### src/rtl/vc_scheduler_pkg.sv
// ---------------------------------------------------------------------------
// vc_scheduler_pkg
//    Shared transaction-layer definitions used by the virtual-channel
//    scheduler: number of classes, data width, power-up FSM state encodings
//    and the class encodings 0..3.
//    No ports (package only).
// ---------------------------------------------------------------------------
package vc_scheduler_pkg;

   localparam int TL_NUM_VC = 4;
   localparam int TL_DATA_W = 12;

   // Power-up FSM state encodings (one-hot style, OFF is all zero)
   localparam logic [3:0] TL_ST_OFF    = 4'b0000;
   localparam logic [3:0] TL_ST_PWRUP  = 4'b0001;
   localparam logic [3:0] TL_ST_INIT   = 4'b0010;
   localparam logic [3:0] TL_ST_ACTIVE = 4'b0100;
   localparam logic [3:0] TL_ST_ERROR  = 4'b1000;

   // Virtual-channel class encodings
   typedef enum logic [1:0] {
      VC_CLASS0 = 2'd0,
      VC_CLASS1 = 2'd1,
      VC_CLASS2 = 2'd2,
      VC_CLASS3 = 2'd3
   } vcClass_t;

   // Class that follows vc in round-robin order, wrapping 3 -> 0
   function automatic logic [1:0] nextVc(input logic [1:0] vc);
      return vc + 2'd1;
   endfunction

endpackage

### src/rtl/vc_scheduler_rr_pick.sv
// ---------------------------------------------------------------------------
// rr_pick
//    Purely combinational rotate-priority picker for four requesters.
//    The scan starts at ptr and proceeds ptr+1, ptr+2, ptr+3 (mod 4); the
//    first requester found wins.
//    Ports:
//       req     - request vector, one bit per class
//       ptr     - class with highest priority this cycle
//       gnt     - one-hot grant (all zero when nothing requests)
//       gnt_idx - index of the granted class (0 when nothing requests)
//       any     - at least one request is present
// ---------------------------------------------------------------------------
module rr_pick
   import vc_scheduler_pkg::*;
(
   input  logic [3:0] req,
   input  logic [1:0] ptr,
   output logic [3:0] gnt,
   output logic [1:0] gnt_idx,
   output logic       any
);

   logic [1:0] scanIdx;

   // Walk the four positions starting at the pointer. Once a winner is
   // found the 'any' flag masks every later position, which keeps the
   // grant one-hot by construction.
   always_comb begin
      gnt     = '0;
      gnt_idx = '0;
      any     = 1'b0;
      scanIdx = ptr;
      for (int k = 0; k < TL_NUM_VC; k++) begin
         scanIdx = ptr + 2'(k);
         if (!any && req[scanIdx]) begin
            any          = 1'b1;
            gnt_idx      = scanIdx;
            gnt[scanIdx] = 1'b1;
         end
      end
   end

endmodule

### src/rtl/vc_scheduler.sv
// ---------------------------------------------------------------------------
// vc_scheduler
//    Round-robin scheduler for the four virtual-channel input FIFOs. Each
//    cycle it pops at most one eligible input FIFO, and one cycle later
//    pushes the popped word into the shared output FIFO with the matching
//    mux select and class tag. A class may receive up to MAX_BURST
//    consecutive grants before the priority pointer moves on.
//    Ports:
//       clk          - clock, rising edge
//       reset        - synchronous reset, active high
//       state        - power-up FSM state; traffic only in ST_ACTIVE
//       empty_in     - empty flags of input FIFOs 0..3
//       alm_full_out - almost-full flags of per-class output FIFOs 0..3
//       mid_alm_full - almost-full flag of the shared output FIFO
//       pop          - one-hot pop to input FIFOs (combinational)
//       push         - push to shared output FIFO (registered)
//       sel          - mux select aligned with push (registered)
//       class_out    - class tag aligned with push (registered)
//       idle         - nothing popped, nothing pending, all inputs empty
// ---------------------------------------------------------------------------
module vc_scheduler
   import vc_scheduler_pkg::*;
#(
   parameter int         NUM_VC    = TL_NUM_VC,
   parameter int         MAX_BURST = 1,
   parameter logic [3:0] ST_ACTIVE = TL_ST_ACTIVE
)(
   input  logic              clk,
   input  logic              reset,
   input  logic [3:0]        state,
   input  logic [NUM_VC-1:0] empty_in,
   input  logic [NUM_VC-1:0] alm_full_out,
   input  logic              mid_alm_full,
   output logic [NUM_VC-1:0] pop,
   output logic              push,
   output logic [1:0]        sel,
   output logic [1:0]        class_out,
   output logic              idle
);

   logic              act;
   logic [NUM_VC-1:0] elig;
   logic [NUM_VC-1:0] gnt;
   logic [1:0]        gntIdx;
   logic              anyElig;
   logic              grant;
   logic [3:0]        nextCnt;

   logic [1:0] ptr_q,      ptr_d;
   logic [2:0] burstCnt_q, burstCnt_d;
   logic       pendV_q,    pendV_d;
   vcClass_t   pendVc_q,   pendVc_d;

   // A class may be popped only while the link is active, its input FIFO
   // holds data and both the shared and its own output FIFO have room.
   always_comb begin
      act  = (state == ST_ACTIVE);
      elig = {NUM_VC{act & ~mid_alm_full}} & ~empty_in & ~alm_full_out;
   end

   rr_pick u_pick (
      .req     (elig),
      .ptr     (ptr_q),
      .gnt     (gnt),
      .gnt_idx (gntIdx),
      .any     (anyElig)
   );

   // Reset suppresses the pop combinationally so no word leaves an input
   // FIFO whose push would be discarded by the reset anyway.
   always_comb begin
      grant = anyElig & ~reset;
      pop   = grant ? gnt : '0;
   end

   // Next-state for pointer, burst counter and pending push. A grant to a
   // class other than the pointer restarts the burst count at one; hitting
   // the burst limit hands priority to the class after the winner.
   always_comb begin
      ptr_d      = ptr_q;
      burstCnt_d = burstCnt_q;
      pendV_d    = 1'b0;
      pendVc_d   = pendVc_q;
      nextCnt    = (gntIdx == ptr_q) ? ({1'b0, burstCnt_q} + 4'd1) : 4'd1;
      if (grant) begin
         pendV_d  = 1'b1;
         pendVc_d = vcClass_t'(gntIdx);
         if (nextCnt >= 4'(MAX_BURST)) begin
            ptr_d      = nextVc(gntIdx);
            burstCnt_d = 3'd0;
         end else begin
            ptr_d      = gntIdx;
            burstCnt_d = nextCnt[2:0];
         end
      end
   end

   // State registers with synchronous reset back to class 0 priority and no
   // pending push.
   always_ff @(posedge clk) begin
      if (reset) begin
         ptr_q      <= 2'd0;
         burstCnt_q <= 3'd0;
         pendV_q    <= 1'b0;
         pendVc_q   <= VC_CLASS0;
      end else begin
         ptr_q      <= ptr_d;
         burstCnt_q <= burstCnt_d;
         pendV_q    <= pendV_d;
         pendVc_q   <= pendVc_d;
      end
   end

   // The push side is driven straight from the pending registers, so push,
   // sel and class_out line up with the data the input FIFO presents one
   // cycle after the pop.
   always_comb begin
      push      = pendV_q;
      sel       = pendVc_q;
      class_out = pendVc_q;
      idle      = ~|pop & ~pendV_q & &empty_in;
   end

endmodule

### config.mk
export PLATFORM = sky130hd
export DESIGN_NAME = vc_scheduler
export DESIGN_NICKNAME = d
export VERILOG_FILES = /design/src/rtl/vc_scheduler_pkg.sv /design/src/rtl/vc_scheduler_rr_pick.sv /design/src/rtl/vc_scheduler.sv
export SDC_FILE = /design/constraint.sdc
export NUM_CORES = 1
export LEC_CHECK = 0
export BUFFER_PORTS_ARGS = -buffer_cell sky130_fd_sc_hd__buf_2
export CAP_MARGIN = 10
export CORE_MARGIN = 5
export CORE_UTILIZATION = 35
export CTS_CLUSTER_DIAMETER = 60
export CTS_CLUSTER_SIZE = 28
export DETAILED_ROUTE_END_ITERATION = 8
export HOLD_SLACK_MARGIN = 0.03
export PLACE_DENSITY = 0.68
export SLEW_MARGIN = 25
export SYNTH_ARGS = -nofsm -noshare
export SYNTH_HDL_FRONTEND = slang
export SYNTH_SLANG_ARGS = --single-unit
### constraint.sdc
create_clock -name clk -period 2.65 [get_ports clk]
set_clock_uncertainty 0.1 [all_clocks]
set_input_delay 0.53 -clock clk [delete_from_list [all_inputs] [get_ports clk]]
set_output_delay 0.53 -clock clk [all_outputs]
set_load 0.01 [all_outputs]
==> results of run 1 <==
==> cells in the final DEF (no fill, tap or decap), types with 4 or more instances in the layout <==
master and instances:
nor2_1 5, a222oi_1 4, nor3_1 4, buf_4 15
ha_1 8, a21oi_1 9, buf_2 24, nand2_1 8
dfxtp_1 6, and2_1 5
==> routing by layer <==
layer	vias to the layer above	wire length [µm]
met1	474	1024
met4	0	25
met2	24	1326
met5	-	0
li1	500	-
met3	3	135
==> cells in the mapped netlist, types with 2 or more instances <==
| cell type | n | area share |
|---|---|---|
| nor3_1 | 6 | 0.032 |
| a222oi_1 | 4 | 0.043 |
| ha_1 | 9 | 0.12 |
| a31oi_1 | 2 | 0.013 |
| nor2_1 | 6 | 0.024 |
| o21ai_1 | 3 | 0.016 |
| buf_4 | 2 | 0.016 |
| nor4_4 | 2 | 0.046 |
| o21ai_0 | 3 | 0.016 |
| o21ai_2 | 2 | 0.019 |
| and2_1 | 5 | 0.034 |
| or2_1 | 2 | 0.013 |
| dfxtp_1 | 8 | 0.17 |
| nor3b_1 | 2 | 0.016 |
| nand3b_1 | 2 | 0.016 |
| nand2_1 | 8 | 0.032 |
| a21oi_1 | 10 | 0.054 |
| a21oi_2 | 2 | 0.019 |
| nor3_2 | 2 | 0.022 |
| nand3_1 | 3 | 0.016 |
| inv_1 | 4 | 0.016 |
==> flip-flops by register name, summed over array words and instances (netlist names) <==
signal / cells
burstCnt_q: 3
class_out: 2
ptr_q: 2
push: 1
==> final cells by class <==
| cell class | count | area [µm²] | area share |
|---|---|---|---|
| multi-input cells | 93 | 784.5 | 0.5954 |
| repair buffers | 43 | 286.5 | 0.2175 |
| flip-flops and latches | 8 | 165.2 | 0.1254 |
| well taps | 30 | 37.54 | 0.02849 |
| clock buffers | 4 | 26.28 | 0.01994 |
| inverters | 4 | 17.52 | 0.01330 |
==> repair_timing <==
item,in CTS,in global routing
resized for setup,7,10
setup buffers,2,2
endpoints found under the setup margin,4,4
pin swaps,9,8
==> worst reg2reg max path, cell delays in order, from the launching register on <==
cell	delay (ns)
dfxtp_2	0.33
inv_2	0.05
ha_4	0.26
buf_6	0.13
o211ai_2	0.06
o21ai_2	0.09
buf_6	0.13
buf_4	0.12
or3_4	0.37
a2111oi_4	0.38
a21oi_2	0.07
o211a_1	0.23
==> power by group <==
part           internal [mW]  total [mW]  switching [mW]  leakage [nW]
logic                 0.0412      0.0898          0.0486         0.444
registers              0.121       0.121        0.000850        0.0658
clock network         0.0576      0.0993          0.0417        0.0150
total                  0.219       0.311          0.0911         0.525
==> cell families (layout without fill, tap and decap cells) <==
kind of cell	Yosys count	after routing	synth area share
fa+ha+maj	9	9	0.1211
compound gates	39	39	0.3419
simple gates	44	44	0.3042
flops	8	8	0.1723
buf+inv	8	51	0.04978
mux	1	1	0.01077
==> metrics by stage <==
step	setup WS, ns	instance area [µm²]	power [mW]	setup TNS, ns
floorplan	0.01032	958.4	0.1666	0
global placement	0.03518	1185	0.1998	0
detailed placement	-0.02611	1185	0.2017	-0.04048
CTS	-0.03381	1260	0.3069	-0.1075
global route	-0.2302	1318	0.3299	-0.6181
finish	-0.07220	1318	0.3106	-0.1016
==> final timing paths <==
check | from | end | slack (ns) | cells past startpoint
min reg2reg | class_out[1] | class_out[1] | 0.37 | 2
min | class_out[1] | class_out[1] | 0.37 | 2
max reg2reg | ptr_q[1] | ptr_q[1] | 0.22 | 11
max | ptr_q[1] | pop[2] | -0.07 | 10
==> results.yml, run 1 <==
floorplan:
  dieArea_um2: 3787
  ios: 25
  coreArea_um2: 2500
  initial_utilization: 0.3719
  fp-row-count: 18
  fp.dieH_um: 61.54
  dieWidth_um: 61.54
power:
  ir_drop_uv: 205.6
  power.density_nw_per_um2: 235.8
  power_leakage_nw: 0.5251
synthesis:
  synthArstFlopShare: 0
  synth_nets: 133
  synth.distinct_cells: 43
  yosysSeqAreaShare: 0.1723
  syn_inst: 109
  syn_area_um2: 929.6
  ys_ff_latch: 8
  yosys_warnings: 0
  synth_ff_type: "dfxtp_1"
  synth-edff-count: 0
  syn_avg_cell_area_um2: 8.529
sta:
  maxSlewHeadroom: 0.7264
  finalMaxSlewViolations: 0
  tightest_slew_ns: 0.4061
  period_share: 1.027
  fin_crit_ns: 2.722
  timing.fmax_mhz: 367.4
  fin_ws_ns: -0.07220
  finalSetupViolCount: 3
  whs_ns: 0.3719
  rsz0062_at_grt: "yes"
  finalHoldViolations: 0
routing:
  wl_per_cell_um: 13.80
  drt_iter0_markers: 60
  ant_nets: 0
  drc: 0
  avgViaCountPerCell: 5.500
  num_vias: 1001
  routed_wl_um: 2511
  drt_pass1_iterations: 4
flow_run:
  maxCapViolCount: 0
global_route:
  met1_usage: 0.1648
  met2_usage: 0.2571
  grt.total_usage: 0.1385
  antenna_found_initial: 0
  grt_overflow: 0
  grt_busiest_layer: "met2"
  grt_start_max_net_pins: 18
  grt_pass1_wl_um: 4029
  grt_pass1_vias: 962
  grtUsageMet3: 0.01887
final_layout:
  antenna_cells: 0
  fillCellCount: 229
  area_growth_pct: 41.72
  final_cells: 182
  utilization: 0.5270
  nets: 177
  drive_gt1_frac: 0.5000
setup_path:
  end_kind: "primary output"
  slowest_stage: "a222oi_1"
  cp_slowest_stage_delay_ns: 0.38
  path_cells: "inv_2 > ha_4 > buf_6 > o211ai_2 > o21ai_2 > nor2b_1 > buf_4 > a222oi_1 > a21oi_2 > buf_2"
  path_class: "flip-flop to primary output"
  path_buf_inv: 4
  worstPathMaxFanout: 5
  cp_data_required_time_ns: 2.02
  critical-path-top-delay-family: "compound AO/OA/AOI/OAI gates"
  critPathLaunchType: "flip-flop"
  arrival_ns: 2.09
run_status:
  violations: "negative setup slack"
  status: "finished, violations left"
clock_tree:
  cts_sinks: 8
  hold_buffers: 0
  cts_tree: "built"
  cts_root_buf: "clkbuf_4"
  cts_max_level: 1
  clock_path_buffers: 2
  clock_latency_ns: 0.26
  clk_pin_slew_ns: 0.05
  numCtsBuffers: 3
placement:
  place.gp.congestion: 0.8611
  io_buffer_count: 24
  detailed_place_hpwl_um: 1928
  dp.cells: 174
worst_hold_path:
  hp-class: "flip-flop to flip-flop"
(Power assumes the default switching activity.)
==> run 2: changes to the inputs <==
Settings changed: CORE_ASPECT_RATIO from default to 0.75, SKIP_LAST_GASP from default to 1.
==> results.yml, run 2 (synthesis results as in run 1) <==
run_status:
  status: "finished, violations left"
  violations: "negative setup slack"
final_layout:
  antenna_cells: 0
  largest_reg_flops: 3
  utilization: 0.5082
  nets: 177
  fillCellCount: 237
  area_growth_pct: 41.18
  regMostFlops: "burstCnt_q"
  mostFrequentLayoutCells: "buf_2 (24), buf_4 (16), a21oi_1 (9)"
  final_common_cell: "buf_2"
  drive_gt1_frac: 0.4868
power:
  switching_share: 0.2962
  total_power_mw: 0.3099
  pwr-share-clk: 0.320
  p_int_mw: 0.2181
  ir_drop_uv: 104.3
  power_switching_mw: 0.09180
  power_leakage_nw: 0.5219
  combPwrFrac: 0.288
  seqPwrFrac: 0.392
  power.density_nw_per_um2: 236.1
floorplan:
  fp.dieH_um: 54.64
  coreArea_um2: 2582
  dieWidth_um: 69.51
  fp-row-count: 16
  initial_utilization: 0.3600
  ios: 25
  dieArea_um2: 3798
setup_path:
  crit_path_frequent_cell: "buf_2"
  critPathLaunchType: "input port"
  end_kind: "primary output"
  worstPathMaxFanout: 5
  cp_data_required_time_ns: 2.02
  cp_slowest_stage_delay_ns: 0.32
  arrival_ns: 2.08
  slowest_stage: "a211oi_4"
  path_cells: "buf_2 > or2_1 > buf_6 > nor3_2 > a21oi_2 > a211oi_4 > a222oi_1 > a21oi_1 > buf_2"
  path_class: "input port to primary output"
routing:
  wl_met1_um: 1232
  num_vias: 989
  routed.top_layer: "met3"
  avgViaCountPerCell: 5.261
  ant_nets: 0
  met2RoutedLength_um: 1233
  drc: 0
  drt_iter0_markers: 55
  routed_wl_um: 2633
  drt_pass1_iterations: 4
  wl_met3_um: 167
  wl_per_cell_um: 14.01
global_route:
  grt_pass1_wl_um: 4291
  antenna_found_initial: 0
  grt_pass1_vias: 942
  grt.total_usage: 0.1405
  grt_start_max_net_pins: 18
  grt_overflow: 0
flow_run:
  maxCapViolCount: 0
sta:
  tightest_slew_ns: 0.4848
  finalSetupViolCount: 4
  period_share: 1.021
  timing.fmax_mhz: 369.4
  finalHoldViolations: 0
  rsz0062_at_grt: "yes"
  tns_ns: -0.1421
  fin_ws_ns: -0.05675
  fin_crit_ns: 2.707
  finalMaxSlewViolations: 0
  maxSlewHeadroom: 0.6749
clock_tree:
  clock_latency_ns: 0.26
  clk_pin_slew_ns: 0.06
  clock_path_buffers: 2
  numCtsBuffers: 3
  cts_root_buf: "clkbuf_4"
  cts_sinks: 8
  cts_tree: "built"
  cts_max_level: 1
  hold_buffers: 0
placement:
  place.gp.congestion: 0.9526
  detailed_place_hpwl_um: 2044
  io_buffer_count: 24
worst_hold_path:
  hp-class: "flip-flop to flip-flop"
## run 2: worst paths after layout
check / from / end / slack, ns / depth (start not counted)
worst min register to register: class_out[1] / class_out[1] / 0.38 / 2
worst max-delay path: alm_full_out[2] / pop[0] / -0.06 / 9
worst max register to register: ptr_q[0] / ptr_q[1] / 0.17 / 12
worst min-delay path: class_out[1] / class_out[1] / 0.38 / 2
## run 2: layer usage
metal / global-route usage / up-vias
li1: - / 499
met1: 0.1909 / 461
met2: 0.2358 / 29
met3: 0.03670 / 0
met4: 0.009740 / 0
met5: 0 / -
## run 2: what timing repair did
action                     4_1_cts  5_1_grt
pin swaps                       12        1
setup buffers                    2        2
gates resized for setup         13        1
setup endpoints to repair        4        4
## run 2: metrics by stage
stage	setup slack, ns	hold slack, ns	cells	area [µm²]
4_1_cts	-0.05537	0.3742	186	1294
3_3_place_gp	0.007301	0.3565	180	1192
6_report	-0.05675	0.3789	188	1313
2_1_floorplan	0.01032	0.3477	109	958.4
5_1_grt	-0.1681	0.4040	188	1313
3_5_place_dp	-0.04889	0.3648	180	1192
## run 2: final cells by class
cell class                 count  area [µm²]  area share
inverter                       4       17.52     0.01335
tap                           36       45.04     0.03432
clock buffer                   4       26.28     0.02002
sequential                     8       165.2      0.1258
timing repair buffer          43       277.8      0.2116
multi-input combinational     93       780.7      0.5949
## run 2: worst max-delay path: cells and delay by family
family          cells  cell delay, ns
compound gates      4            0.71
simple gates        2            0.45
buf+inv             3            0.39
## run 2: power groups by stage
| stage | clock [mW] | combinational [mW] | sequential [mW] |
|---|---|---|---|
| after detailed placement | 0 | 0.0795 | 0.124 |
| after global routing | 0.107 | 0.0971 | 0.121 |
| after CTS | 0.103 | 0.0878 | 0.121 |
| after floorplan | 0 | 0.0418 | 0.125 |
| final | 0.0993 | 0.0891 | 0.121 |
| after global placement | 0 | 0.0776 | 0.124 |
==> run 3: changes to the inputs <==
==> constraint.sdc (replaced) <==
create_clock -name clk -period 2.2 [get_ports clk]
set_clock_uncertainty 0.1 [all_clocks]
set_input_delay 0.44 -clock clk [delete_from_list [all_inputs] [get_ports clk]]
set_output_delay 0.44 -clock clk [all_outputs]
set_load 0.02 [all_outputs]
==> results.yml, run 3 (synthesis results as in run 1) <==
clock_tree:
  cts_sinks: 8
  clock_path_buffers: 2
  cts_tree: "built"
  cts_root_buf: "clkbuf_4"
  numCtsBuffers: 3
  clk_pin_slew_ns: 0.06
  clock_latency_ns: 0.25
  cts_max_level: 1
  hold_buffers: 0
routing:
  routed_wl_um: 3076
  drt_iter0_markers: 36
  wl_per_cell_um: 15.08
  drt_pass1_iterations: 4
  avgViaCountPerCell: 5.407
  ant_nets: 0
  drc: 0
  num_vias: 1103
final_layout:
  regMostFlops: "burstCnt_q"
  postLayoutCellArea_um2: 1495
  largest_reg_flops: 3
  drive_gt1_frac: 0.5952
  final_cells: 204
  antenna_cells: 0
  final_common_cell: "buf_4"
  mostFrequentLayoutCells: "buf_4 (37), buf_2 (20), nand2_1 (8), ha_1 (8), a21oi_2 (7)"
  area_growth_pct: 60.83
  nets: 193
run_status:
  violations: "negative setup slack"
  status: "finished, violations left"
global_route:
  grtUsageMet3: 0.04404
  grt_pass1_wl_um: 5119
  grt_pass1_vias: 1145
  grt.total_usage: 0.1690
  met1_usage: 0.2104
  grt_busiest_layer: "met2"
  grt_start_max_net_pins: 11
  antenna_found_initial: 0
  grt_overflow: 0
  met2_usage: 0.2959
sta:
  tightest_slew_ns: 0.3643
  maxSlewHeadroom: 0.7553
  whs_ns: 0.3254
  finalSetupViolCount: 6
  fin_ws_ns: -0.4652
  period_share: 1.211
  timing.fmax_mhz: 375.2
  rsz0062_at_grt: "yes"
  finalHoldViolations: 0
  finalMaxSlewViolations: 0
  fin_crit_ns: 2.665
setup_path:
  path_class: "flip-flop to primary output"
  cp_slowest_stage_delay_ns: 0.39
  slowest_stage: "dfxtp_4"
  reg2reg_depth: 9
  reg2reg_to: "ptr_q[1]"
  critical-path-top-delay-family: "compound AO/OA/AOI/OAI gates"
  arrival_ns: 2.13
  r2r_setup_slack_ns: -0.25
  critPathLaunchType: "flip-flop"
  path_cells: "inv_8 > ha_4 > buf_12 > buf_4 > a21oi_2 > a211oi_4 > a222oi_1 > a21oi_2 > buf_4"
  worstPathMaxFanout: 5
  end_kind: "primary output"
  timing.rr.start: "ptr_q[0]"
  cp_data_required_time_ns: 1.66
  path_buf_inv: 4
placement:
  detailed_place_hpwl_um: 2382
  place_ws_ns: -0.4034
  dp.cells: 194
  placedInstanceArea_um2: 1350
  io_buffer_count: 24
  place.gp.congestion: 0.9015
floorplan:
  ios: 25
  dieWidth_um: 69.51
  fp-row-count: 16
  coreArea_um2: 2582
  dieArea_um2: 3798
  fp.dieH_um: 54.64
  initial_utilization: 0.3600
power:
  power_switching_mw: 0.1192
  ir_drop_uv: 179.0
  pwr-share-clk: 0.303
  power.density_nw_per_um2: 264.2
  seqPwrFrac: 0.371
  switching_share: 0.3018
  p_int_mw: 0.2758
  power_leakage_nw: 0.5997
  combPwrFrac: 0.326
  total_power_mw: 0.3950
flow_run:
  maxCapViolCount: 0
worst_hold_path:
  holdPathStages: 2
  hp-class: "input port to flip-flop"
  min_to: "ptr_q[0]"
  min_from: "reset"
run 3: worst reg2reg max path: cells and delay by family, from the launching register on:
kind            cells  cell delay (ns)
simple gates        1             0.24
flops               1             0.37
compound gates      6             1.31
buf+inv             2             0.31
run 3: per-layer routing:
| metal | wire (µm) | up-vias |
|---|---|---|
| li1 | - | 533 |
| met1 | 1363 | 532 |
| met2 | 1509 | 36 |
| met3 | 192 | 2 |
| met4 | 10 | 0 |
| met5 | 0 | - |
run 3: through the flow:
stage / utilization / setup TNS, ns
floorplan: - / -1.127
global placement: 0.5228 / -1.809
detailed placement: 0.5228 / -2.159
CTS: 0.5722 / -2.160
global route: 0.5790 / -2.764
finish: 0.5790 / -2.177
run 3: final cells by class:
cell class              count  area, µm²
flip-flops and latches      8      165.2
fillers                   236       1087
repair buffers             59      409.1
inverters                   4      22.52
clock buffers               4      26.28
multi-input cells          93      827.0
well taps                  36      45.04
run 3: worst max path at each step:
| stage | startpoint | endpoint | slack, ns | cells after the start |
|---|---|---|---|---|
| detailed placement | empty_in[1] | pop[0] | -0.40 | 8 |
| finish | ptr_q[0] | pop[0] | -0.47 | 9 |
| floorplan | ptr_q[0] | pop[0] | -0.29 | 9 |
| global placement | empty_in[2] | pop[1] | -0.30 | 8 |
| CTS | ptr_q[0] | pop[0] | -0.52 | 8 |
| global route | ptr_q[0] | pop[0] | -0.57 | 9 |
run 3: what timing repair did:
action                                  4_1_cts  5_1_grt
resized for setup                            11        5
buffers inserted                              7        0
cloned                                        0        0
pin swaps                                     9        3
endpoints found under the setup margin        7        7
run 3: power groups by stage:
stage | sequential [mW] | clock [mW] | combinational (mW)
2_1_floorplan | 0.151 | 0 | 0.0585
3_3_place_gp | 0.150 | 0 | 0.110
3_5_place_dp | 0.150 | 0 | 0.114
4_1_cts | 0.147 | 0.124 | 0.126
5_1_grt | 0.147 | 0.132 | 0.138
6_report | 0.147 | 0.120 | 0.129
